--- config.mk ---
export PLATFORM = sky130hd
export DESIGN_NAME = fpnew_result_collector
export DESIGN_NICKNAME = d
export VERILOG_FILES = /design/src/rtl/fpnew_result_collector.sv
export SDC_FILE = /design/constraint.sdc
export NUM_CORES = 1
export LEC_CHECK = 0
export CORE_MARGIN = 4
export CORE_UTILIZATION = 46
export DETAILED_ROUTE_END_ITERATION = 8
export PLACE_DENSITY_LB_ADDON = 0.25
export SYNTH_ARGS = -nofsm -noshare
export SYNTH_HDL_FRONTEND = slang
export SYNTH_SLANG_ARGS = --single-unit
--- constraint.sdc ---
create_clock -name clk_i -period 6.65 [get_ports clk_i]
set_input_delay 1.995 -clock clk_i [delete_from_list [all_inputs] [get_ports clk_i]]
set_output_delay 1.995 -clock clk_i [all_outputs]
set_load 0.1 [all_outputs]
--- src/rtl/fpnew_result_collector.sv ---
// Result collector for the FP operation-unit output: buffers results in a small FIFO,
// widens them to FLEN for writeback and accumulates sticky fflags.
// Optional same-cycle bypass when empty: define FPNEW_COLLECTOR_BYPASS_EN.
module fpnew_result_collector #(
    parameter int unsigned WIDTH     = 32,
    parameter int unsigned FLEN      = 64,
    parameter int unsigned DEPTH     = 2,
    parameter int unsigned TAG_WIDTH = 8
) (
    input  logic                 clk_i,
    input  logic                 rst_ni,
    input  logic [WIDTH-1:0]     in_result_i,
    input  logic [4:0]           in_status_i,
    input  logic                 in_extension_bit_i,
    input  logic [TAG_WIDTH-1:0] in_tag_i,
    input  logic                 in_valid_i,
    output logic                 in_ready_o,
    input  logic                 flush_i,
    output logic [FLEN-1:0]      wb_data_o,
    output logic [4:0]           wb_status_o,
    output logic [TAG_WIDTH-1:0] wb_tag_o,
    output logic                 wb_valid_o,
    input  logic                 wb_ready_i,
    input  logic                 fflags_clr_i,
    output logic [4:0]           fflags_o,
    output logic                 busy_o
);

    localparam int unsigned PTR_W = (DEPTH > 1) ? $clog2(DEPTH) : 1;
    localparam int unsigned CNT_W = $clog2(DEPTH + 1);
    localparam logic [PTR_W-1:0] LAST_PTR = PTR_W'(DEPTH - 1);
    localparam logic [CNT_W-1:0] FULL_CNT = CNT_W'(DEPTH);

    if (FLEN < WIDTH) begin : g_bad_flen
        $error("fpnew_result_collector: FLEN must be >= WIDTH");
    end
    if (DEPTH < 1) begin : g_bad_depth
        $error("fpnew_result_collector: DEPTH must be >= 1");
    end

    logic [WIDTH-1:0]     r_result [DEPTH];
    logic [4:0]           r_status [DEPTH];
    logic                 r_ext    [DEPTH];
    logic [TAG_WIDTH-1:0] r_tag    [DEPTH];

    logic [PTR_W-1:0] r_wptr;
    logic [PTR_W-1:0] r_rptr;
    logic [CNT_W-1:0] r_count;
    logic [4:0]       r_fflags;

    logic                 w_empty;
    logic                 w_full;
    logic                 w_bypass;
    logic                 w_push;
    logic                 w_pop;
    logic                 w_pop_fifo;
    logic [WIDTH-1:0]     w_result;
    logic                 w_ext;
    logic [PTR_W-1:0]     w_wptr_inc;
    logic [PTR_W-1:0]     w_rptr_inc;

    assign w_empty = (r_count == '0);
    assign w_full  = (r_count == FULL_CNT);

    // Ready depends only on occupancy, never on wb_ready_i.
    assign in_ready_o = !w_full;
    assign busy_o     = !w_empty;
    assign fflags_o   = r_fflags;

`ifdef FPNEW_COLLECTOR_BYPASS_EN
    assign w_bypass = w_empty && in_valid_i && !flush_i;
`else
    assign w_bypass = 1'b0;
`endif

    always_comb begin
        w_result    = '0;
        w_ext       = 1'b0;
        wb_status_o = '0;
        wb_tag_o    = '0;
        if (w_bypass) begin
            w_result    = in_result_i;
            w_ext       = in_extension_bit_i;
            wb_status_o = in_status_i;
            wb_tag_o    = in_tag_i;
        end else if (!w_empty) begin
            w_result    = r_result[r_rptr];
            w_ext       = r_ext[r_rptr];
            wb_status_o = r_status[r_rptr];
            wb_tag_o    = r_tag[r_rptr];
        end
    end

    assign wb_valid_o = w_bypass || !w_empty;

    if (FLEN > WIDTH) begin : g_widen
        assign wb_data_o = {{(FLEN - WIDTH){w_ext}}, w_result};
    end else begin : g_no_widen
        assign wb_data_o = w_result;
    end

    assign w_pop      = wb_valid_o && wb_ready_i;
    assign w_pop_fifo = w_pop && !w_bypass;
    // A bypassed result that is consumed immediately never touches storage.
    assign w_push     = in_valid_i && in_ready_o && !flush_i && !(w_bypass && wb_ready_i);

    assign w_wptr_inc = (r_wptr == LAST_PTR) ? '0 : r_wptr + 1'b1;
    assign w_rptr_inc = (r_rptr == LAST_PTR) ? '0 : r_rptr + 1'b1;

    always_ff @(posedge clk_i or negedge rst_ni) begin
        if (!rst_ni) begin
            for (int i = 0; i < int'(DEPTH); i++) begin
                r_result[i] <= '0;
                r_status[i] <= '0;
                r_ext[i]    <= 1'b0;
                r_tag[i]    <= '0;
            end
        end else if (w_push) begin
            r_result[r_wptr] <= in_result_i;
            r_status[r_wptr] <= in_status_i;
            r_ext[r_wptr]    <= in_extension_bit_i;
            r_tag[r_wptr]    <= in_tag_i;
        end
    end

    always_ff @(posedge clk_i or negedge rst_ni) begin
        if (!rst_ni) begin
            r_wptr  <= '0;
            r_rptr  <= '0;
            r_count <= '0;
        end else if (flush_i) begin
            r_rptr  <= r_wptr;
            r_count <= '0;
        end else begin
            if (w_push) begin
                r_wptr <= w_wptr_inc;
            end
            if (w_pop_fifo) begin
                r_rptr <= w_rptr_inc;
            end
            unique case ({w_push, w_pop_fifo})
                2'b10:   r_count <= r_count + 1'b1;
                2'b01:   r_count <= r_count - 1'b1;
                default: r_count <= r_count;
            endcase
        end
    end

    // Clear takes effect before the OR of a same-cycle pop.
    always_ff @(posedge clk_i or negedge rst_ni) begin
        if (!rst_ni) begin
            r_fflags <= '0;
        end else if (fflags_clr_i) begin
            r_fflags <= w_pop ? wb_status_o : 5'b0;
        end else if (w_pop) begin
            r_fflags <= r_fflags | wb_status_o;
        end
    end

endmodule

# After elaboration in Yosys (flattened, before gate mapping)
# Cells that the tools add are included.
[word_totals]
ff_bits = 101
output_inout_bits = 85
wordCells = 75
in_bits = 52
[op_classes]
bitwise = 4
n_eq_ne = 3
mux = 37
n_reduce_logical = 12
addsub = 4
n_lt_le_gt_ge = 3
[op_table]
columns = ["cell", "count"]
rows = [
  ["$mux 32", 5],
  ["$bwmux 64", 1],
  ["$mux 5", 8],
  ["$mux 8", 5],
  ["$demux 32 s1", 1],
  ["$bwmux 16", 1],
  ["$bwmux 10", 1],
  ["$mux 1", 9],
  ["$demux 8 s1", 1],
  ["$demux 5 s1", 1],
  ["$or 5x5->5", 1],
  ["$eq 2x2->1 const B", 2],
  ["$ge 2x2->1 const B", 2],
  ["$logic_and 1x1->1", 4],
  ["$not 1->2", 2],
  ["$pmux 2 s2", 1],
  ["$reduce_bool 2->1", 2],
  ["$logic_not 1->1", 3],
  ["$reduce_bool 3->1", 1],
  ["$add 1x1->1 const B", 2],
  ["$add 2x1->2 const B", 1],
  ["$bwmux 2", 1],
  ["$eq 2x1->1 const B", 1],
  ["$logic_not 2->1", 1],
  ["6 further kinds", 6],
]

# Depth between registers and ports, before layout
# Gate-level depths: netlist of the first run.
[depth]
depth_word = 8
mapped_depth = 5
depth_no_buf = 3

# Worst setup path after synthesis of the first run
# OpenSTA, ideal clock, no wires.
[synth_timing]
kind = "flip-flop to output port"
from = "register r_count[1]"
to = "output port wb_data_o[32]"
arrival_ns = 2.431
required_time_ns = 4.655
n_path_buf = 3
slack_ns = 2.224
path_stages_with_launch = 6
path_cell_list = "dfrtp_1 nor2_1 clkbuf_1 buf_1 nor2_1 buf_4"
[synth_via]
elab_chain_cells = 2
[synth_rtl]
columns = ["item", "line_no", "text"]
rows = [
  ["start: declaration", "48", "logic [CNT_W-1:0] r_count;"],
  ["start signal: assignment", "142", "2'b10: r_count <= r_count + 1'b1;"],
  ["start signal: assignment", "143", "2'b01: r_count <= r_count - 1'b1;"],
  ["start signal: assignment", "144", "default: r_count <= r_count;"],
  ["$logic_not 2->1", "62", "assign w_empty = (r_count == '0);"],
  ["$mux 1", "86", "end else if (!w_empty) begin"],
  ["end: declaration", "19", "output logic [FLEN-1:0] wb_data_o,"],
]
# No other way between the ends.

# Worst setup path in the final report of the first run
[layout_timing]
from = "register r_rptr"
to = "output port wb_status_o[1]"
[layout_via]
elab_chain_cells = 5
[layout_rtl]
columns = ["item", "line_no", "text"]
rows = [
  ["start: declaration", "47", "logic [PTR_W-1:0] r_rptr;"],
  ["start signal: assignment", "132", "r_rptr <= r_wptr;"],
  ["start signal: assignment", "139", "r_rptr <= w_rptr_inc;"],
  ["$not 1->2 (not written as such)", "89", "wb_status_o = r_status[r_rptr];"],
  ["$mux 5 (not written as such) (3 in series)", "89", ""],
  ["$mux 5", "86", ""],
  ["end: declaration", "20", "output logic [4:0] wb_status_o,"],
]
# No other way between the ends. The select of a mux whose other input is x is not followed.

==> results of run 1 <==
==> state kept, by name (all words and copies together), names as in the netlist <==
name,count
r_ext,2
r_tag,16
fflags_o,5
r_wptr,1
r_count,2
r_status,10
r_result,64
r_rptr,1
==> through the flow <==
step	util [%]	instances	worst slack [ns]
after global routing	60.1	607	1.29
final	60.1	607	1.49
after detailed placement	58.0	591	1.81
after floorplan	-	366	2.22
after global placement	58.0	591	1.83
after CTS	60.1	607	1.40
==> per-layer routing <==
layer,vias up,wire (um)
met4,0,91
met1,1517,4580
met2,105,4580
met3,9,801
li1,1428,-
met5,-,0
==> final cells by class <==
cell class,count,share of cell area [%]
timing repair buffer,143,21.2
clock inverter,5,1.33
tap,136,2.71
multi-input combinational,208,32.2
clock buffer,11,2.25
inverter,3,0.179
sequential,101,40.2
==> path summary, 6_finish.rpt <==
kind	startpoint	end	slack, ns	cells past startpoint
min	r_result[13]$_DFFE_PN0P_	r_result[13]$_DFFE_PN0P_	0.51	1
max	r_rptr$_DFFE_PN0P_	wb_status_o[1]	1.49	4
min in group asynchronous	rst_ni	r_result[25]$_DFFE_PN0P_	1.65	1
max in group asynchronous	rst_ni	r_rptr$_DFFE_PN0P_	3.85	2
max reg2reg	r_rptr$_DFFE_PN0P_	fflags_o[0]$_DFFE_PN0P_	4.61	4
min reg2reg	r_result[13]$_DFFE_PN0P_	r_result[13]$_DFFE_PN0P_	0.51	1
==> Yosys cell counts <==
library cell / instances
dfrtp_1: 101
mux2_2: 52
mux2i_1: 47
nor2_1: 47
mux2_4: 40
buf_4: 33
a22o_1: 5
buf_2: 5
buf_1: 4
buf_12: 4
buf_6: 4
a21oi_1: 3
clkbuf_1: 2
clkbuf_8: 2
inv_1: 2
nand3b_1: 2
o21ai_0: 2
a21o_2: 1
inv_2: 1
nand2_1: 1
nand2b_4: 1
nand4b_1: 1
nor3b_1: 1
nor4b_4: 1
o211ai_1: 1
or2_2: 1
xnor2_1: 1
xor2_1: 1
==> kinds of logic (layout without fill, tap and decap cells) <==
family                    count (synthesis)  after routing  synth area share, %
buffers and inverters                    57            162                 9.18
and+or+nand+nor                          55             55                 5.10
muxes                                   139            139                 33.1
DFF                                     101            101                 50.5
xor gates and xnor gates                  2              2                0.350
AOI/OAI and AO/OA                        12             12                 1.70
==> layout by cell type, fill, tap and decap left out, types with 2 or more instances in the layout <==
cell type / count
a21oi_1: 3
a22o_1: 5
buf_4: 40
bufinv_16: 2
clkbuf_8: 10
clkdlybuf4s50_1: 103
clkinvlp_4: 2
dfrtp_1: 100
inv_1: 2
mux2_2: 52
mux2_4: 40
mux2i_1: 47
nand3b_1: 2
nor2_1: 46
o21ai_0: 2
==> impl_metrics.ini, run 1 <==
[global_route]
grt_util_met2_pct = 24.3
grt_pass1_wl_um = 16400
antenna_found_initial = 0
grt_most_used_layer = met2
grt_max_degree = 53
grt_pass1_vias = 3234
grt_overflow = 0
grt_use_met3_pct = 4.69
use_met1_pct = 22.4
track_usage_pct = 16.0

[timing]
period_minus_slack_ns = 5.16
fmax_mhz = 194
slew_viol_final = 0
finalSetupViolCount = 0
skew_ns = 0.0152
hold_slack_ns = 0.509
hold_viol = 0
setup_tns_ns = 0
tightest_slew_ns = 1.16
grt_setup_unrepaired = no
slew_headroom_pct = 22.3
timing.final.crit_share_pct = 77.6

[final_layout]
layout.nets = 518
fillers = 867
multi_input_area_mm2 = 0.00202
regArea_mm2 = 0.00253
area_growth_pct = 25.7
final_area_mm2 = 0.00629
n_antenna_cell = 0
drive_gt1_share_pct = 32.7

[synth]
synthTopCellsByArea = dfrtp_1 (51%), mux2_4 (12%), mux2_2 (12%), mux2i_1 (9.4%), buf_4 (5.0%)
ys_types = 28
syn_nets = 418
synth_area_mm2 = 0.00500
ys_seq_area_share_pct = 50.5
synthCells = 366
syn_avg_cell_area_um2 = 13.7
yosysTopAreaCellShare_pct = 50.5
yosysWarnings = 0
synth_top_area_cell = dfrtp_1
ys_ff_latch = 101

[drt]
dr.pass1.iters = 4
vias = 3059
drc_errors = 0
drtAntennaViolNets = 0
first_iter_violations = 109
detail_route.vias_per_cell = 5.04
wire_per_inst_um = 16.6
drt-total-wl_um = 10100

[clocking]
cts.hold.buffers_added = 0
cts_resized = 0
ctsHtreeMaxLevel = 3
post_cts_buffers = 0
cts_buffers = 9
cts_tree = done
cts.clk_slew.worst_paths_ns = 0.09
clockBufferDepth = 2
cts-root-buf = clkbuf_8
clock_latency_ns = 0.35
numClockSinks = 101

[critical_path]
slowest_delay_ns = 1.16
worst_ep_required_time_ns = 4.66
crit_slowest_cell = clkdlybuf4s50_1
path_max_fanout = 25
path_class = flip-flop to primary output
cp_cell_sequence = buf_4, mux2i_1, nor2_1, clkdlybuf4s50_1
critical_path.top_delay_family = buffers and inverters
critical_path_buf_inv_count = 2
arrival_ns = 3.16
cp-start-kind = flip-flop
endpoint_kind = primary output

[placed_design]
hpwl_um = 6800
io_buffers = 136
dpl_cell_area_mm2 = 0.00606
place_congestion = 0.692

[status]
outcome = completed

[worst_hold_path]
hold_class = flip-flop to flip-flop

[die]
die-area_mm2 = 0.0126
core_mm2 = 0.0105
die_x_um = 112
rows = 37
start_util_pct = 47.8
chipHeight_um = 112
pin_count = 137

[run]
cap_violations = 0
Power of run 1 is left out: the tool's default activity adds up to more than one toggle a clock period on the data nets, which glitch-free logic cannot reach.
==> run 2, diff against run 1 <==
--- a/config.mk
+++ b/config.mk
@@ -6,7 +6,7 @@
 export NUM_CORES = 1
 export LEC_CHECK = 0
 export CORE_MARGIN = 4
-export CORE_UTILIZATION = 46
+export CORE_UTILIZATION = 44
 export DETAILED_ROUTE_END_ITERATION = 8
 export PLACE_DENSITY_LB_ADDON = 0.25
 export SYNTH_ARGS = -nofsm -noshare
==> constraint.sdc (replaced) <==
create_clock -name clk_i -period 4.4 [get_ports clk_i]
set_input_delay 1.32 -clock clk_i [delete_from_list [all_inputs] [get_ports clk_i]]
set_output_delay 1.32 -clock clk_i [all_outputs]
set_load 0.1 [all_outputs]
==> run 2 against run 1 <==
  * Register-to-register slack worse by 2.0 ns
  * Final cell count is 0.82% higher
  * First-iteration DRC count down 35%
  * Sequential cell count did not move
  * Via count up 0.92%
  * Die area increased by 4.2%
  * Critical endpoint is now wb_data_o[18]
  * Routed wire length grew 11%
  * Non-clock buffer count grew 3
  * Hold slack worse by 0.0023 ns
  * Highest routed layer unchanged
  * Clock skew is 0.0092 ns lower
==> impl_metrics.ini, run 2 (synthesis gave the netlist of run 1 again) <==
[clocking]
cts_buffers = 9
cts_tree = done
cts.hold.buffers_added = 0
clockBufferDepth = 2
post_cts_buffers = 0
numClockSinks = 101
cts_resized = 0
cts-root-buf = clkbuf_16
clock_latency_ns = 0.34
cts.clk_slew.worst_paths_ns = 0.06
ctsHtreeMaxLevel = 3

[global_route]
antenna_found_initial = 0
grt_pass1_wl_um = 18000
grt_pass1_vias = 3442
track_usage_pct = 17.4
grt_overflow = 0
grt_max_degree = 77

[timing]
setup_tns_ns = 0
finalSetupViolCount = 0
skew_ns = 0.00597
period_minus_slack_ns = 3.64
tightest_slew_ns = 0.980
slew_viol_final = 0
fmax_mhz = 275
grt_setup_unrepaired = no
slew_headroom_pct = 34.5
timing.final.crit_share_pct = 82.7
hold_viol = 0

[drt]
wire_per_inst_um = 18.3
dr.pass1.iters = 4
vias = 3087
drc_errors = 0
drtAntennaViolNets = 0
detail_route.vias_per_cell = 5.04
first_iter_violations = 71
drt-total-wl_um = 11200

[critical_path]
endpoint_kind = primary output
path_max_fanout = 32
crit_slowest_cell = dfrtp_2
cp-start-kind = flip-flop
critical_path_buf_inv_count = 2
cp_common_cell = buf_4
slowest_delay_ns = 0.68
critical_path.top_delay_family = buffers and inverters
cp_cell_sequence = buf_4, mux2i_1, nor2_1, buf_4
worst_ep_required_time_ns = 3.08
path_class = flip-flop to primary output
arrival_ns = 2.32

[final_layout]
layout.cells.most_common = dfrtp_1
regMostFlops = r_result
fillers = 904
reg_top3 = r_result: 64 flops, r_tag: 16 flops, r_status: 10 flops
finalNonFillerCells = 612
drive_gt1_share_pct = 42.8
n_antenna_cell = 0
layout.nets = 521
layout_common_cells = dfrtp_1 (100), clkdlybuf4s50_1 (57), buf_4 (56)
area_growth_pct = 33.8
largest_reg_flops = 64

[die]
rows = 38
start_util_pct = 45.5
die_x_um = 115
pin_count = 137
chipHeight_um = 115
core_mm2 = 0.0110
die-area_mm2 = 0.0131

[placed_design]
io_buffers = 136
place_congestion = 0.705
hpwl_um = 7640
dpl.cell_count = 598

[worst_hold_path]
hold_class = flip-flop to flip-flop

[status]
outcome = completed

[run]
cap_violations = 0
==> run 2: area by class of cell <==
class | instances | area (um^2) | area share (%)
clock buffers | 9 | 225 | 3.37
clock inverters | 5 | 77.6 | 1.16
inverters | 3 | 11.3 | 0.168
multi-input cells | 208 | 2020 | 30.2
flip-flops and latches | 101 | 2530 | 37.8
well taps | 140 | 175 | 2.62
repair buffers | 146 | 1650 | 24.7
==> run 2: metal layers <==
metal / vias to the layer above / GRT usage (%) / wire [um]
met2: 70 / 30.0 / 5710
met5: - / 0 / 0
met3: 11 / 4.28 / 543
li1: 1425 / - / -
met1: 1581 / 21.7 / 4820
met4: 0 / 4.75 / 134
==> run 2: stage by stage <==
| step | hold WS (ns) | instance area (um^2) | setup slack (ns) | utilization, % |
|---|---|---|---|---|
| 4_1_cts | 0.508 | 6690 | 0.696 | 60.9 |
| 5_1_grt | 0.518 | 6690 | 0.630 | 60.9 |
| 3_5_place_dp | 0.494 | 6390 | 1.13 | 58.2 |
| 3_3_place_gp | 0.486 | 6390 | 1.14 | 58.2 |
| 2_1_floorplan | 0.479 | 5000 | 0.649 | - |
| 6_report | 0.507 | 6690 | 0.761 | 60.9 |
==> run 2: final timing paths <==
check	end	startpoint	slack, ns	cells after the start
setup reg to reg	r_result[35]$_DFFE_PN0P_	r_count[0]$_DFFE_PN0P_	2.57	4
max in group asynchronous	r_result[44]$_DFFE_PN0P_	rst_ni	2.48	2
hold reg to reg	r_result[22]$_DFFE_PN0P_	r_result[22]$_DFFE_PN0P_	0.51	1
min in group asynchronous	r_tag[11]$_DFFE_PN0P_	rst_ni	1.12	1
setup / recovery	wb_data_o[18]	r_rptr$_DFFE_PN0P_	0.76	4
hold / removal	r_result[22]$_DFFE_PN0P_	r_result[22]$_DFFE_PN0P_	0.51	1
==> run 2: worst reg2reg max path: cells and delay by family (launching register included) <==
kind                   cells  cell delay [ns]
and+or+nand+nor            2             0.50
DFF                        1             0.48
muxes                      1             0.39
buffers and inverters      1             0.35
Power of run 2 is left out for the same reason.
==> run 3, diff against run 2 <==
--- a/config.mk
+++ b/config.mk
@@ -6,7 +6,7 @@
 export NUM_CORES = 1
 export LEC_CHECK = 0
 export CORE_MARGIN = 4
-export CORE_UTILIZATION = 44
+export CORE_UTILIZATION = 46
 export DETAILED_ROUTE_END_ITERATION = 8
 export PLACE_DENSITY_LB_ADDON = 0.25
 export SYNTH_ARGS = -nofsm -noshare
==> constraint.sdc (replaced) <==
create_clock -name clk_i -period 3.6 [get_ports clk_i]
set_input_delay 1.08 -clock clk_i [delete_from_list [all_inputs] [get_ports clk_i]]
set_output_delay 1.08 -clock clk_i [all_outputs]
set_load 0.1 [all_outputs]
==> run 3 against run 2 <==
  * Global-route usage decreased by 0.19 points
  * Sequential cell count unchanged
  * Count of clock-buffer cells in the layout increased by 1
  * Final cell count decreased by 0.33%
  * Sequential share of layout area increased by 0.41 points
  * Design area decreased by 1.1%
  * Register-to-register slack got worse by 0.85 ns
  * Routed wire length decreased by 4.2%
  * Clock skew increased by 0.0062 ns
  * Largest cell class unchanged
  * Non-clock buffer count unchanged
  * Utilization increased by 2.3 points
  * First-iteration DRC count increased by 46%
==> impl_metrics.ini, run 3 (synthesis gave the netlist of run 1 again) <==
[final_layout]
layout.cells.most_common = dfrtp_1
reg_top3 = r_result: 64 flops, r_tag: 16 flops, r_status: 10 flops
regArea_mm2 = 0.00253
largest_reg_flops = 64
n_antenna_cell = 0
area_growth_pct = 32.3
finalNonFillerCells = 610
multi_input_area_mm2 = 0.00202
layout_common_cells = dfrtp_1 (100), buf_4 (58), mux2_2 (52)
regMostFlops = r_result
fillers = 827
layout.nets = 521
drive_gt1_share_pct = 44.5

[clocking]
cts_buffers = 9
cts.hold.buffers_added = 0
cts_resized = 0
clock_latency_ns = 0.35
cts_tree = done
post_cts_buffers = 0
ctsHtreeMaxLevel = 3
cts-root-buf = clkbuf_8
cts.clk_slew.worst_paths_ns = 0.10
clockBufferDepth = 2
numClockSinks = 101

[global_route]
grt_max_degree = 72
grt_overflow = 0
grt_pass1_vias = 3388
grt_pass1_wl_um = 17600
track_usage_pct = 17.2
antenna_found_initial = 0

[critical_path]
cp_cell_sequence = nor2_4, buf_4, nor2_1, buf_4
cp_common_cell = buf_4
worst_ep_required_time_ns = 2.52
cp-start-kind = flip-flop
endpoint_kind = primary output
critical_path.top_delay_family = simple AND/OR/NAND/NOR gates
critical_path_buf_inv_count = 2
path_max_fanout = 26
reg2reg_slack_ns = 1.72
crit_slowest_cell = nor2_4
slowest_delay_ns = 0.60
arrival_ns = 2.23
path_class = flip-flop to primary output

[die]
start_util_pct = 47.8
die_x_um = 112
chipHeight_um = 112
pin_count = 137
die-area_mm2 = 0.0126
core_mm2 = 0.0105
rows = 37

[timing]
skew_ns = 0.0121
hold_slack_ns = 0.512
slew_headroom_pct = 39.9
fmax_mhz = 302
finalSetupViolCount = 0
setup_tns_ns = 0
timing.final.crit_share_pct = 91.9
hold_viol = 0
tightest_slew_ns = 0.902
period_minus_slack_ns = 3.31
grt_setup_unrepaired = no
setup_ws_ns = 0.291
slew_viol_final = 0

[drt]
dr.pass1.iters = 4
first_iter_violations = 104
drt-total-wl_um = 10700
wire_per_inst_um = 17.6
drtAntennaViolNets = 0
drc_errors = 0
vias = 3096
detail_route.vias_per_cell = 5.08

[status]
outcome = completed

[placed_design]
dpl.cell_count = 594
io_buffers = 136
place_congestion = 0.745
hpwl_um = 7540
dp_slack_ns = 0.566

[run]
cap_violations = 0

[worst_hold_path]
hold_class = flip-flop to flip-flop
run 3: cell types whose count changed in the layout (fill, tap and decap cells not counted), sizes merged:
| cell | previous run | this run |
|---|---|---|
| buf | 89 | 96 |
| bufinv | 2 | 0 |
| clkbuf | 9 | 10 |
| clkdlybuf4s50 | 57 | 50 |
| clkinvlp | 1 | 0 |
| inv | 3 | 7 |
run 3: final cells by class:
type	count	area share, %
timing repair buffer	146	25.6
multi-input combinational	208	30.5
clock buffer	10	2.08
sequential	101	38.2
tap	136	2.57
inverter	3	0.170
clock inverter	6	0.794
run 3: metal layers:
metal,part of all wire [%],global-route usage (%),vias to the layer above
met1,46,23.3,1557
met3,6.3,4.42,6
met5,0,0,-
met4,0.62,4.09,0
li1,-,-,1427
met2,47,27.9,106
run 3: worst paths after layout:
check                                           end               startpoint  depth (start not counted)
max                                   wb_data_o[16]   r_count[1]$_DFFE_PN0P_                          4
min                         r_result[3]$_DFFE_PN0P_  r_result[3]$_DFFE_PN0P_                          1
max reg2reg                r_result[33]$_DFFE_PN0P_   r_count[0]$_DFFE_PN0P_                          4
min reg2reg                 r_result[3]$_DFFE_PN0P_  r_result[3]$_DFFE_PN0P_                          1
max in group asynchronous      r_tag[0]$_DFFE_PN0P_                   rst_ni                          2
min in group asynchronous  r_result[21]$_DFFE_PN0P_                   rst_ni                          1
run 3: worst register-to-register path, delay by kind of cell, from the launching register on:
| family | cells | cell delay [ns] |
|---|---|---|
| buffers and inverters | 1 | 0.42 |
| DFF | 1 | 0.48 |
| and+or+nand+nor | 2 | 0.48 |
| muxes | 1 | 0.39 |
run 3: per-stage QoR:
| step | util (%) | cell area, um^2 |
|---|---|---|
| floorplan | - | 5000 |
| global placement | 61.4 | 6430 |
| detailed placement | 61.4 | 6430 |
| CTS | 63.3 | 6620 |
| global route | 63.3 | 6620 |
| finish | 63.3 | 6620 |
Power of run 3 is left out for the same reason.
